$ cat config.mk
export PLATFORM = sky130hd
export DESIGN_NAME = spi_txn_arbiter
export DESIGN_NICKNAME = d
export VERILOG_FILES = /design/src/rtl/spi_txn_arbiter.sv
export SDC_FILE = /design/constraint.sdc
export NUM_CORES = 1
export LEC_CHECK = 0
export CAP_MARGIN = 20
export CORE_ASPECT_RATIO = 0.9
export CORE_UTILIZATION = 35
export DETAILED_ROUTE_END_ITERATION = 10
export PLACE_DENSITY = 0.7
export SETUP_SLACK_MARGIN = 0.4
export SLEW_MARGIN = 10
export SYNTH_ARGS = -nofsm -noshare
export SYNTH_HDL_FRONTEND = slang
export SYNTH_SLANG_ARGS = --single-unit
$ cat constraint.sdc
create_clock -name clk -period 2 [get_ports clk]
set_input_delay 0.4 -clock clk [delete_from_list [all_inputs] [get_ports clk]]
set_output_delay 0.4 -clock clk [all_outputs]
set_load 0.005 [all_outputs]
$ cat src/rtl/spi_txn_arbiter.sv
// spi_txn_arbiter: round-robin arbiter that sequences requester transactions onto one SPI master engine
module spi_txn_arbiter #(
  parameter int NREQ    = 4,
  parameter int GAP_CYC = 4,
  parameter int TIMEOUT = 255
) (
  input  logic              clk,
  input  logic              reset_n,
  input  logic [NREQ-1:0]   req,
  input  logic [7*NREQ-1:0] req_addr,
  input  logic [NREQ-1:0]   req_rw,
  input  logic [8*NREQ-1:0] req_wdata,
  output logic [NREQ-1:0]   grant,
  output logic [NREQ-1:0]   done,
  output logic              err,
  output logic [7:0]        rdata,
  output logic              cs,
  output logic [6:0]        m_addr,
  output logic              m_rw,
  output logic [7:0]        m_wdata,
  input  logic              sclk_pos,
  input  logic [7:0]        m_rdata,
  input  logic              m_rvalid
);
  localparam int PW = $clog2(NREQ);
  typedef enum logic [2:0] {IDLE, ARB, SELECT, XFER, GAP} state_t;
  state_t state, nxt;
  logic run, pend, hit, last_edge, tmo, gap_exit;
  logic [PW-1:0] rr_ptr, win;
  logic [4:0] ecnt;
  logic [7:0] tcnt;
  logic [3:0] gcnt;
  assign cs        = !(state == SELECT || state == XFER);
  assign last_edge = state == XFER && sclk_pos && ecnt == 5'd15;
  assign tmo       = state == XFER && !sclk_pos && tcnt == 8'(TIMEOUT - 1);
  assign gap_exit  = state == GAP && gcnt >= 4'(GAP_CYC - 1) && !pend;
  // Scan from farthest to nearest so the nearest requester after rr_ptr wins
  always_comb begin
    win = rr_ptr;
    hit = 1'b0;
    for (int k = NREQ; k >= 1; k--) begin
      if (req[(int'(rr_ptr) + k) % NREQ]) begin
        win = PW'((int'(rr_ptr) + k) % NREQ);
        hit = 1'b1;
      end
    end
  end
  always_comb begin
    nxt = state;
    case (state)
      IDLE:    nxt = |req ? ARB : IDLE;
      ARB:     nxt = hit ? SELECT : IDLE;
      SELECT:  nxt = XFER;
      XFER:    nxt = (last_edge || tmo) ? GAP : XFER;
      GAP:     nxt = gap_exit ? (|req ? ARB : IDLE) : GAP;
      default: nxt = IDLE;
    endcase
    if (!run) nxt = state;
  end
  always_ff @(posedge clk or negedge reset_n) begin
    if (!reset_n) state <= IDLE;
    else state <= nxt;
  end
  // run delays the first state change after reset release by one extra edge
  always_ff @(posedge clk or negedge reset_n) begin
    if (!reset_n) begin
      run     <= 1'b0;
      pend    <= 1'b0;
      grant   <= '0;
      done    <= '0;
      err     <= 1'b0;
      rdata   <= '0;
      m_addr  <= '0;
      m_rw    <= 1'b0;
      m_wdata <= '0;
      rr_ptr  <= PW'(NREQ - 1);
      ecnt    <= '0;
      tcnt    <= '0;
      gcnt    <= '0;
    end else begin
      run  <= 1'b1;
      done <= '0;
      err  <= 1'b0;
      gcnt <= state == GAP ? gcnt + 4'd1 : '0;
      if (state == ARB && hit) begin
        grant   <= NREQ'(1) << win;
        rr_ptr  <= win;
        m_addr  <= req_addr[7*win +: 7];
        m_rw    <= req_rw[win];
        m_wdata <= req_wdata[8*win +: 8];
      end
      if (state == SELECT) begin
        ecnt <= '0;
        tcnt <= '0;
      end
      if (state == XFER) begin
        ecnt <= sclk_pos ? ecnt + 5'd1 : ecnt;
        tcnt <= sclk_pos ? '0 : tcnt + 8'd1;
      end
      if (last_edge) begin
        pend <= m_rw;
        done <= m_rw ? '0 : grant;
      end
      if (tmo) begin
        done <= grant;
        err  <= 1'b1;
      end
      // Read completion waits for the engine strobe, giving up two cycles into GAP
      if (state == GAP && pend && (m_rvalid || gcnt == 4'd1)) begin
        pend  <= 1'b0;
        done  <= grant;
        err   <= !m_rvalid;
        rdata <= m_rvalid ? m_rdata : rdata;
      end
      if (gap_exit) grant <= '0;
    end
  end
endmodule

---- After elaboration in Yosys (flattened, before gate mapping) ----
Cells that the tools add are included.
Widths: inputs -> output; s select.
word-level totals
  register bits after elaboration ......... 57
  bits in latches ......................... 0
  bits in writable memories ............... 0
  ROM bits ................................ 0
  input port bits ......................... 80
  output and inout bits ................... 34
  logic and storage cells ................. 114
  memories kept ........................... 0
cells by class
  add/sub/neg operators ................... 7
  $mul .................................... 1
  divide/modulo/power cells ............... 0
  $lt $le $gt $ge ......................... 6
  equal/unequal tests ..................... 8
  shift-type cells ........................ 3
  mux-type cells .......................... 44
  bitwise logic cells ..................... 4
  reductions and logical operators ........ 27
operators with widths
  kind                 count
  $shiftx 32x6->8      1
  $mux 4               7
  $shiftx 28x6->7      1
  $mux 8               3
  $mux 1               18
  $lt 3x4->1 const B   4
  $mux 5               3
  $pmux 3 s5           1
  $bmux 1 s2           5
  $mux 2               5
  $logic_and 1x1->1    9
  $add 8x1->8 const B  1
  $eq 8x8->1 const B   1
  $reduce_or 2->1      4
  $eq 3x2->1 const B   2
  $mux 3               2
  $reduce_bool 2->1    3
  $add 5x1->5 const B  1
  $eq 5x4->1 const B   1
  $mul 3x2->5 const A  1
  $add 2x1->2 const B  2
  $add 2x2->2 const B  2
  $add 4x1->4 const B  1
  $and 1x1->1 const A  4
  other kinds (12)     18

---- Logic depth before layout (Yosys ltp) ----
  depth after elaboration ................. 13
  gate-level depth with buffers ........... 9
  mapped depth without buffers ............ 7

---- Least setup slack after synthesis ----
Ideal clock, no wire load.
  kind .................................... reg2reg
  from .................................... register rr_ptr[1]
  to ...................................... register m_addr[2]
  setup time .............................. 0.127 ns
  arrival ................................. 1.950 ns
  required time ........................... 1.873 ns
  setup slack ............................. -0.077 ns
  cell stages (with the launch flop) ...... 10
  path buffers ............................ 4
  cells stage by stage .................... dfstp_2 > buf_2 > nand2_1 > and3_1 > buf_2 > nor3_1 > buf_4 > buf_2 > mux2i_1 > o211ai_2
on the way
  cells in the longest elaborated chain, start to end .. 10
  elaborated cells between the ends (all ways) .. 27
RTL lines
  item                                       RTL line  text
  start, declared                            29        logic [PW-1:0] rr_ptr, win;
  start signal, assigned                     76        rr_ptr <= PW'(NREQ - 1);
  start signal, assigned                     87        rr_ptr <= win;
  $add 2x1->2                                42, 43
  $bmux 1 s2                                 42        if (req[(int'(rr_ptr) + k) % NREQ]) begin
  $mux 1 (implied by the code) (2 in a row)  42
  $mux 2 (4 in a row)                        42
  $mul 3x2->5                                88        m_addr <= req_addr[7*win +: 7];
  $shiftx 28x6->7                            88
  end signal, assigned                       88
  end, declared                              18        output logic [6:0] m_addr,
Parallel ways exist; a longest one is shown, timed or not. The select of a mux whose other input is x is not followed.
A chain may end at the register's enable or synchronous reset.

---- Worst setup path in the final report ----
Same ends and word-level chain as after synthesis.

==> impl_metrics.ini <==
[synthesis]
synthCells = 327
yosys.area.top_type = dfrtp_1
synth.distinct_cells = 45
synth_top_area_share_pct = 43.2
async_reset_ff_share_pct = 100
synthTopCellsByArea = dfrtp_1, mux2i_1, nand2_1
ys_ff_latch = 57
synth_flop_cell = dfrtp_1
syn-mean-instance-area_um2 = 9.75
synth_fp_nets = 413
synth_warnings = 0
synth_commonest_cells = dfrtp_1, nand2_1, nand4_1, a21o_1
synth_edf_count = 0
ys_seq_area_share_pct = 44.8
yosysMostFrequentCell = dfrtp_1
netlist_area_um2 = 3190

[worst_setup_path]
worstPathRequired_ns = 2.21
end_kind = flop
critPathMaxFanout = 8
crit_type = flop to flop
critPathLaunchType = flop
r2r_start = rr_ptr[1]
critPathArrivalTime_ns = 2.09
timing.rr.end = m_addr[2]
reg2reg_depth = 7
regToRegSetupSlack_ns = 0.12

[power]
internal-power_mw = 3.80
power.switching_mw = 2.15
power.clock.fraction_pct = 17.9
p_leak_nw = 2.51
p_sw_share_pct = 36.2
seqPwrFrac_pct = 28.8
power_density_nw_per_um2 = 1100
ir_drop_mv = 0.543
p_comb_share_pct = 53.3

[clock_tree]
clock-root-buffer = clkbuf_8
htree_levels = 3
clock_path_buffers = 2
cts_tree = yes
holdBufCountCts = 0
cts.sinks = 57
cts_buffers = 9
clock_latency_ns = 0.34
clk_pin_slew_ns = 0.06

[detailed_routing]
drc = 0
wl_per_cell_um = 17.0
viasPerCell = 5.36
ant_nets = 0
firstDrtPassIters = 4
drt_iter0_drc = 162
via_count = 3300
drt_wl_total_mm = 10.4

[global_route]
grt_usage_pct = 21.9
grt_pass1_vias = 3239
grt_overflow = 0
antenna_found_initial = 0
grt_max_degree = 58
grt_pass1_wl_mm = 15.8

[floorplan]
coreArea_um2 = 8690
rows = 32
die_h_um = 92.6
die-area_um2 = 9500
dieWidth_um = 103
start_util_pct = 36.7
ioPinCount = 114

[timing]
drv_slew = 0
finClkSkew_ns = 0.00764
fin_crit_sh_pct = 93.8
rsz0062_at_grt = true
finalSetupViolCount = 0
finalHoldViolations = 0
fmaxAchievable_mhz = 533
finalCriticalPeriod_ns = 1.88
whs_ns = 0.0391
totalNegativeSetupSlack_ns = 0

[finish]
area_growth_pct = 69.5
drive_gt1_share_pct = 28.2
nets = 579
final_cells = 616
final_util_pct = 62.2
n_antenna_cell = 0
final_area_um2 = 5410

[place]
dp_cells = 570
place_area_um2 = 4680
globalplace.congestion = 0.854
dp_hpwl_mm = 6.79
portBuffers = 113

[worst_hold_path]
holdCritPathClass = input pin to asynchronous set/reset pin

[job]
cap_violations = 0

[status]
status = completed
==> cell type report <==
cell class	instances	area (µm²)
fill	713	3280
tap	119	149
clock inverter	3	40.0
clock buffer	12	155
inverter	8	30.0
multi-input combinational	239	1880
sequential	57	1430
timing repair buffer	178	1730
==> state kept, by name (all words and copies together) (netlist names) <==
| signal | count |
|---|---|
| gcnt | 4 |
| rr_ptr | 2 |
| rdata | 8 |
| m_wdata | 8 |
| grant | 4 |
| m_addr | 7 |
| m_rw | 1 |
| ecnt | 5 |
| pend | 1 |
| err | 1 |
| run | 1 |
| tcnt | 8 |
| state | 3 |
| done | 4 |
==> critical path: stages, from the launching register on <==
cell and delay, ns:
dfstp_2 0.60, nand2_2 0.08, and3_4 0.16, nor3_4 0.21, buf_6 0.14, buf_12 0.16
mux2i_4 0.26, o211ai_2 0.11
==> how the worst max path moves through the flow <==
stage | from | endpoint | slack, ns | cells after the start
2_1_floorplan | state[1] | grant[1] | 0.11 | 6
3_3_place_gp | req[0] | m_wdata[6] | -0.36 | 6
3_5_place_dp | req[2] | m_wdata[3] | -0.45 | 6
4_1_cts | state[2] | m_wdata[2] | 0.16 | 4
5_1_grt | rr_ptr[1] | grant[2] | 0.05 | 9
6_report | rr_ptr[1] | m_addr[2] | 0.12 | 7
==> kinds of logic (layout without fill, tap and decap cells) <==
family | Yosys count | in the layout | share of synthesized area (%)
fa+ha+maj | 6 | 6 | 2.35
xor+xnor | 4 | 4 | 1.10
simple gates | 112 | 113 | 17.7
mux | 25 | 25 | 8.20
flops | 57 | 57 | 44.8
buf+inv | 32 | 201 | 4.32
other cells | 1 | 1 | 0.118
compound gates | 90 | 90 | 21.5
==> power groups by stage <==
stage | Clock, mW | Sequential, mW | Combinational, mW
after detailed placement | 0 | 1.73 | 2.50
after CTS | 1.09 | 1.69 | 2.90
after floorplan | 0 | 1.69 | 1.42
after global routing | 1.13 | 1.75 | 3.41
after global placement | 0 | 1.72 | 2.44
final | 1.07 | 1.71 | 3.17
==> through the flow <==
stage	setup WS [ns]	power (mW)
finish	0.125	5.95
floorplan	0.107	3.11
CTS	0.160	5.68
global route	0.0458	6.29
detailed placement	-0.447	4.23
global placement	-0.355	4.16
==> metal layers <==
layer	global-route usage (%)	vias up	part of all wire [%]
li1	-	1537	-
met1	26.8	1606	40
met2	36.6	135	51
met3	5.28	22	7.0
met4	8.69	0	2.4
met5	0	-	0
==> layout by cell type, fill, tap and decap left out, types with 7 or more instances in the layout <==
master / instances
a21o_1: 19
buf_4: 47
buf_6: 12
clkbuf_8: 11
clkdlybuf4s50_1: 81
dfrtp_1: 55
dlygate4sd2_1: 25
inv_1: 7
mux2_2: 9
mux2i_1: 8
nand2_1: 37
nand3_1: 8
nand4_1: 20
nor2_1: 11
o211ai_1: 7
o211ai_2: 9
o21ai_0: 15
o31ai_1: 17
==> repair_timing <==
item,CTS,global route
endpoints found under the setup margin,58,44
buffers inserted,15,12
pin swaps,12,18
resized for setup,59,38
cloned,3,1
(Power assumes the default switching activity.)
